--- config.mk ---
export PLATFORM = sky130hd
export DESIGN_NAME = sff_bank_readback_flat
export DESIGN_NICKNAME = d
export VERILOG_FILES = /design/src/rtl/sff_bank_readback_if.sv /design/src/rtl/sff_bank_readback.sv /design/src/flat_wrapper.sv
export SDC_FILE = /design/constraint.sdc
export NUM_CORES = 1
export LEC_CHECK = 0
export CORE_MARGIN = 2
export CORE_UTILIZATION = 30
export DETAILED_ROUTE_END_ITERATION = 8
export PLACE_DENSITY_LB_ADDON = 0.3
export SLEW_MARGIN = 20
export SYNTH_ARGS = -nofsm -noshare
export SYNTH_HDL_FRONTEND = slang
export SYNTH_SLANG_ARGS = --single-unit
--- constraint.sdc ---
create_clock -name clk -period 2.6 [get_ports clk]
set_input_delay 0.52 -clock clk [delete_from_list [all_inputs] [get_ports clk]]
set_output_delay 0.52 -clock clk [all_outputs]
set_load 0.02 [all_outputs]
--- src/rtl/sff_bank_readback_if.sv ---
// Serial readback stream: one data bit per transfer, with valid/ready handshake and an end-of-frame marker.
interface sff_bank_readback_if;
  logic sdo;
  logic sdo_valid;
  logic sdo_ready;
  logic sdo_last;

  modport master (output sdo, output sdo_valid, output sdo_last, input sdo_ready);
  modport slave  (input sdo, input sdo_valid, input sdo_last, output sdo_ready);
endinterface

--- src/rtl/sff_bank_readback.sv ---
// Snapshots a bank of flop outputs and shifts it out MSB first over a valid/ready stream.
// Optional feature macro: SFF_READBACK_PARITY_EN appends an even-parity bit to each frame.
module sff_bank_readback #(
  parameter int unsigned WIDTH = 8
) (
  input  logic                 clk,
  input  logic                 rst,
  input  logic                 cap_req,
  input  logic [WIDTH-1:0]     q_bus,
  sff_bank_readback_if.master  sdo_if,
  output logic                 busy,
  output logic                 done
);

  localparam int unsigned CNT_W = $clog2(WIDTH + 1);
`ifdef SFF_READBACK_PARITY_EN
  localparam int unsigned FRAME = WIDTH + 1;
`else
  localparam int unsigned FRAME = WIDTH;
`endif

  typedef enum logic [1:0] {IDLE, SHIFT, DONE} state_t;

  state_t           state, state_nxt;
  logic [FRAME-1:0] shreg, shreg_nxt;
  logic [CNT_W-1:0] cnt, cnt_nxt;
  logic             valid_q, valid_nxt;
  logic             last_q, last_nxt;
  logic             busy_nxt, done_nxt;
  logic [FRAME-1:0] cap_word;

  // Captured frame: data word, followed by its parity bit when enabled
`ifdef SFF_READBACK_PARITY_EN
  assign cap_word = {q_bus, ^q_bus};
`else
  assign cap_word = q_bus;
`endif

  // Shifted-out positions refill with 0, so sdo reads 0 once the frame has drained
  assign sdo_if.sdo       = shreg[FRAME-1];
  assign sdo_if.sdo_valid = valid_q;
  assign sdo_if.sdo_last  = last_q;

  always_ff @(posedge clk) begin
    if (rst) begin
      state   <= IDLE;
      shreg   <= '0;
      cnt     <= '0;
      valid_q <= 1'b0;
      last_q  <= 1'b0;
      busy    <= 1'b0;
      done    <= 1'b0;
    end else begin
      state   <= state_nxt;
      shreg   <= shreg_nxt;
      cnt     <= cnt_nxt;
      valid_q <= valid_nxt;
      last_q  <= last_nxt;
      busy    <= busy_nxt;
      done    <= done_nxt;
    end
  end

  always_comb begin
    state_nxt = state;
    shreg_nxt = shreg;
    cnt_nxt   = cnt;
    valid_nxt = 1'b0;
    last_nxt  = 1'b0;
    busy_nxt  = 1'b0;
    done_nxt  = 1'b0;
    case (state)
      IDLE: begin
        if (cap_req) begin
          shreg_nxt = cap_word;
          cnt_nxt   = '0;
          state_nxt = SHIFT;
          valid_nxt = 1'b1;
          busy_nxt  = 1'b1;
          last_nxt  = (FRAME == 1);
        end
      end
      SHIFT: begin
        valid_nxt = 1'b1;
        busy_nxt  = 1'b1;
        last_nxt  = last_q;
        if (sdo_if.sdo_ready) begin
          shreg_nxt = shreg << 1;
          cnt_nxt   = CNT_W'(cnt + 1'b1);
          if (cnt == CNT_W'(FRAME - 1)) begin
            state_nxt = DONE;
            valid_nxt = 1'b0;
            last_nxt  = 1'b0;
            done_nxt  = 1'b1;
          end else begin
            last_nxt = (CNT_W'(cnt + 1'b1) == CNT_W'(FRAME - 1));
          end
        end
      end
      DONE: begin
        state_nxt = IDLE;
      end
      default: begin
        state_nxt = IDLE;
      end
    endcase
  end

endmodule

--- src/flat_wrapper.sv ---
// flat-port wrapper written by rule: the top's interface ports become plain ports
module sff_bank_readback_flat 
#(
  parameter int unsigned WIDTH = 8
)
  (clk, rst, cap_req, q_bus, busy, done, sdo_if_sdo, sdo_if_sdo_valid, sdo_if_sdo_last, sdo_if_sdo_ready);
  sff_bank_readback_if sdo_if_i ();
  input  logic clk;
  input  logic rst;
  input  logic cap_req;
  input  logic [WIDTH-1:0] q_bus;
  output logic busy;
  output logic done;
  output wire logic [$bits(sdo_if_i.sdo)-1:0] sdo_if_sdo;
  output wire logic [$bits(sdo_if_i.sdo_valid)-1:0] sdo_if_sdo_valid;
  output wire logic [$bits(sdo_if_i.sdo_last)-1:0] sdo_if_sdo_last;
  input wire logic [$bits(sdo_if_i.sdo_ready)-1:0] sdo_if_sdo_ready;
  assign sdo_if_sdo = sdo_if_i.sdo;
  assign sdo_if_sdo_valid = sdo_if_i.sdo_valid;
  assign sdo_if_sdo_last = sdo_if_i.sdo_last;
  assign sdo_if_i.sdo_ready = sdo_if_sdo_ready;
  sff_bank_readback #(.WIDTH(WIDTH)) u_core (.clk(clk), .rst(rst), .cap_req(cap_req), .q_bus(q_bus), .sdo_if(sdo_if_i), .busy(busy), .done(done));
endmodule
[Word-level counts from Yosys, hierarchy flattened]
Index checks and enable logic that the tools add are counted.
Widths: inputs -> output; s select.
Word-level totals
  bits in registers: 18
  bits of input ports: 12
  output and inout port bits: 5
  word-level logic and storage cells: 39
Operators by class
  add/subtract/negate cells: 1
  equal/unequal tests: 6
  multiplexer cells: 17
  bitwise operators: 2
  reduce and logical (&&, ||, !) cells: 6
Operators with widths (number)
  $mux 8: 2
  $pmux 8 s2: 1
  $eq 4x3->1 const B: 2
  $mux 4: 2
  $pmux 4 s2: 1
  $mux 2: 3
  $reduce_and 3->1: 2
  $mux 1: 5
  $add 4x1->4 const B: 1
  $ne 2x2->1 const B: 2
  $pmux 1 s2: 2
  $pmux 2 s2: 1
  $reduce_or 3->1: 1
  $eq 2x1->1 const B: 1
  $logic_not 2->1: 1
  $ne 2x1->1 const B: 1
  $not 1->1: 2
  $reduce_bool 2->1: 1
  $reduce_or 2->1: 1

[Longest topological paths before layout]
  depth after elaboration: 4
  depth in mapped cells: 5
  gate-level depth less buffers: 5

[Least setup slack after synthesis]
Ideal clock, no wire load.
  path type: input to register
  start point: in sdo_if_sdo_ready
  end point: reg u_core.cnt[2]
  library setup time: 134 ps
  arrival time: 1179 ps
  required time: 2466 ps
  path slack: 1287 ps
  stages on the path: 4
  buffers on the path: 1
  path through: and3b_1 > buf_6 > a2111oi_4 > a211oi_1
On the way
  word-level cells in the longest chain between the ends: 2
Ends and longest elaborated chain
  start: declaration: line flat_wrapper.sv:17  | input wire logic [$bits(sdo_if_i.sdo_ready)-1:0] sdo_if_sdo_ready;
  $ne 2x2->1 (no line)
  $reduce_and 3->1 (no line)
  end signal: assignment: line sff_bank_readback.sv:56  | cnt <= cnt_nxt;
  end: declaration: line sff_bank_readback.sv:26  | logic [CNT_W-1:0] cnt, cnt_nxt;
Every way passes these cells.
A chain may end at the register's enable or synchronous reset.

[Worst setup path in the final report]
  start point: reg u_core.last_q (netlist: u_core.sdo_if.sdo_last)
  end point: out sdo_if_sdo_last
RTL lines
  start: declaration: line sff_bank_readback.sv:28  | logic last_q, last_nxt;
  start signal: assignment: line sff_bank_readback.sv:58  | last_q <= last_nxt;
  end: declaration: line flat_wrapper.sv:16  | output wire logic [$bits(sdo_if_i.sdo_last)-1:0] sdo_if_sdo_last;
No word-level cell between the ends.

==> metrics.md <==
| Metric | Value |
|---|---|
| Top FF cell, synth | `dfxtp_1` |
| Hold Slack | `504 ps` |
| Synth Cell Area | `883 um2` |
| Clock Tree Buf Depth | `2` |
| Post-synth EDFFs | `0` |
| Top cell type by total area after synthesis | `dfxtp_1` |
| CORE AREA | `2780 um2` |
| Hold Vio Cnt, Final | `0` |
| Cell Rows | `19` |
| Die Wd | `58.3 um` |
| Synth top area cells | `dfxtp_1, mux2i_1, a211oi_1` |
| Synth cell count leaders | `dfxtp_1, a21oi_1, a211oi_1, mux2i_1` |
| Seq/Total Area, Yosys | `40.8%` |
| Fin crit share | `68.6%` |
| Cts repair resizes | `0` |
| Post-route setup TNS | `0 ps` |
| Net Count, Synth | `103` |
| Number of global-route vias before repair | `692` |
| Clk_skew | `6.79 ps` |
| DIE AREA | `3390 um2` |
| PwrDens | `500 nW/um2` |
| Post-synth top area share | `40.8%` |
| RSZ-0062 raised after global routing | `false` |
| Dpl hpwl | `1360 um` |
| CTS clock-pin slew for the worst setup and hold paths | `100 ps` |
| Leakage | `0.384 nW` |
| Num CTS Buffers | `3` |
| Final Critical Period | `1780 ps` |
| Total grt overflow | `0` |
| Final #Nets | `118` |
| # DRC | `0` |
| Post-synth ARST share | `0%` |
| Delay-heaviest family, CP | `buffers and inverters` |
| Yosys Warn Count | `0` |
| Slew HR | `66.1%` |
| Via count | `715` |
| Critical Path, Cell by Cell | `clkdlybuf4s50_1` |
| Starting density of the core | `31.8%` |
| Synth Instances | `89` |
| CTS tree | `built` |
| Gp weighted congestion | `0.725` |
| Port Buf Inserts | `16` |
| Largest net degree at the start of global routing | `11` |
| Ant diodes | `0` |
| Most common cell in the netlist | `dfxtp_1` |
| Arrival time worst endpoint | `1260 ps` |
| Cts hold-fix bufs | `0` |
| Total track usage | `12.7%` |
| CP max stage delay | `610 ps` |
| WP buf/inv | `1` |
| DR iter-0 viols | `8` |
| Initial antenna violation count | `0` |
| Slowest cell on the critical path | `clkdlybuf4s50_1` |
| DRT Wirelength | `1870 um` |
| Synth Register Bits | `18` |
| Crit path kind | `flip-flop to output port` |
| Synth unique cells | `31` |
| Run status | `finished, final reports clean` |
| Post-CTS Setup Bufs | `0` |
| Layout cells sized above 1 | `9.80%` |
| Antenna viol nets, final | `0` |
| Root Buffer | `clkbuf_4` |
| Htree depth | `1` |
| WP data required | `2080 ps` |
| Worst Tran Pin Value | `509 ps` |
| Synth Area per Inst | `9.93 um2` |
| Slew Limit Fails | `0` |
| Routed vias/inst | `5.38` |
| Critical Path Source Type | `flip-flop` |
| Min-Delay Path Class | `flip-flop to flip-flop` |
| IO Pins | `17` |
| Max_cap viols | `0` |
| Area delta synth->final | `20.0%` |
| Peak Freq | `561 MHz` |
| Worst vdd ir | `354 uV` |
| Sink Count | `18` |
| Worst setup EP type | `output port` |
| Routed len/inst | `14.1 um` |
| First-pass GRT wire length | `3210 um` |
| Clk Latency, worst-skew pair | `300 ps` |
| Final setup fails | `0` |
| Pre-Repair DR Iteration Count | `2` |
| Die Span Y | `58.3 um` |
| Maximum fanout along the worst path | `2` |
-- registers in the layout (all words and copies together), names as in the netlist --
register,flops
u_core.state,2
u_core.done,1
u_core.sdo_if.sdo_valid,1
u_core.busy,1
u_core.sdo_if.sdo_last,1
u_core.shreg,8
u_core.cnt,4
-- placed cells by master, fill, tap and decap left out, types with 2 or more instances in the layout --
cell,count
dfxtp_1,18
inv_1,4
nand2b_1,3
nand3_1,2
a21oi_1,10
a211oi_1,8
o31a_1,2
nor3_1,2
nor4_1,2
ha_1,2
clkbuf_4,3
o21ai_0,3
xor2_1,2
mux2i_1,7
nand2_1,4
clkdlybuf4s50_1,16
-- worst register-to-register path: cells and delay by family (launching register included) --
kind               cells  cell delay [ps]
AOI/OAI and AO/OA      1              250
DFF                    1              570
and+or+nand+nor        1              490
muxes                  1              160
-- final timing paths --
kind	startpoint	endpoint	slack, ps	cells past startpoint
worst min register to register	u_core.shreg[0]$_SDFFE_PP0P_	u_core.shreg[0]$_SDFFE_PP0P_	500	2
worst min-delay path	u_core.shreg[0]$_SDFFE_PP0P_	u_core.shreg[0]$_SDFFE_PP0P_	500	2
worst max-delay path	u_core.sdo_if.sdo_last$_SDFFE_PP0P_	sdo_if_sdo_last	820	1
worst max register to register	u_core.state[1]$_SDFFE_PP0P_	u_core.shreg[6]$_SDFFE_PP0P_	1070	3
-- metal layers --
layer,GRT usage [%],up-vias,part of all wire (%)
met5,0,-,0
met1,17.0,343,47
met3,2.90,4,3.7
met4,7.97,0,2.7
met2,18.5,13,46
li1,-,355,-
-- report_power, final --
part / switching [mW] / internal, mW
Combinational: 0.0414 / 0.0453
Clock: 0.0878 / 0.0540
Sequential: 0.00996 / 0.291
Total: 0.139 / 0.390
-- through the flow --
| step | utilization, % | total power, mW | cell area (um2) | setup WS [ps] | std cells |
|---|---|---|---|---|---|
| finish | 38.1 | 0.530 | 1060 | 817 | 133 |
| global route | 38.1 | 0.559 | 1060 | 756 | 133 |
| CTS | 38.1 | 0.535 | 1060 | 804 | 133 |
| detailed placement | 37.3 | 0.394 | 1040 | 590 | 130 |
| global placement | 37.3 | 0.392 | 1040 | 668 | 130 |
| floorplan | - | 0.362 | 883 | 1290 | 89 |
-- layout make-up --
class | instances | area [um2]
sequential | 18 | 360
fill | 296 | 1720
inverter | 4 | 15.0
tap | 31 | 38.8
clock buffer | 3 | 22.5
timing repair buffer | 17 | 168
multi-input combinational | 60 | 455
-- cells by family (layout without fill, tap and decap cells) --
group,after synthesis,after routing,share of synthesized area (%)
AOI/OAI and AO/OA,28,28,23.8
xor gates and xnor gates,2,2,1.98
adders and majority gates,2,2,2.83
and+or+nand+nor,19,19,12.2
muxes,9,9,10.8
DFF,18,18,40.8
buffers and inverters,11,24,7.65
No activity file was read; power rests on OpenSTA's default activity.
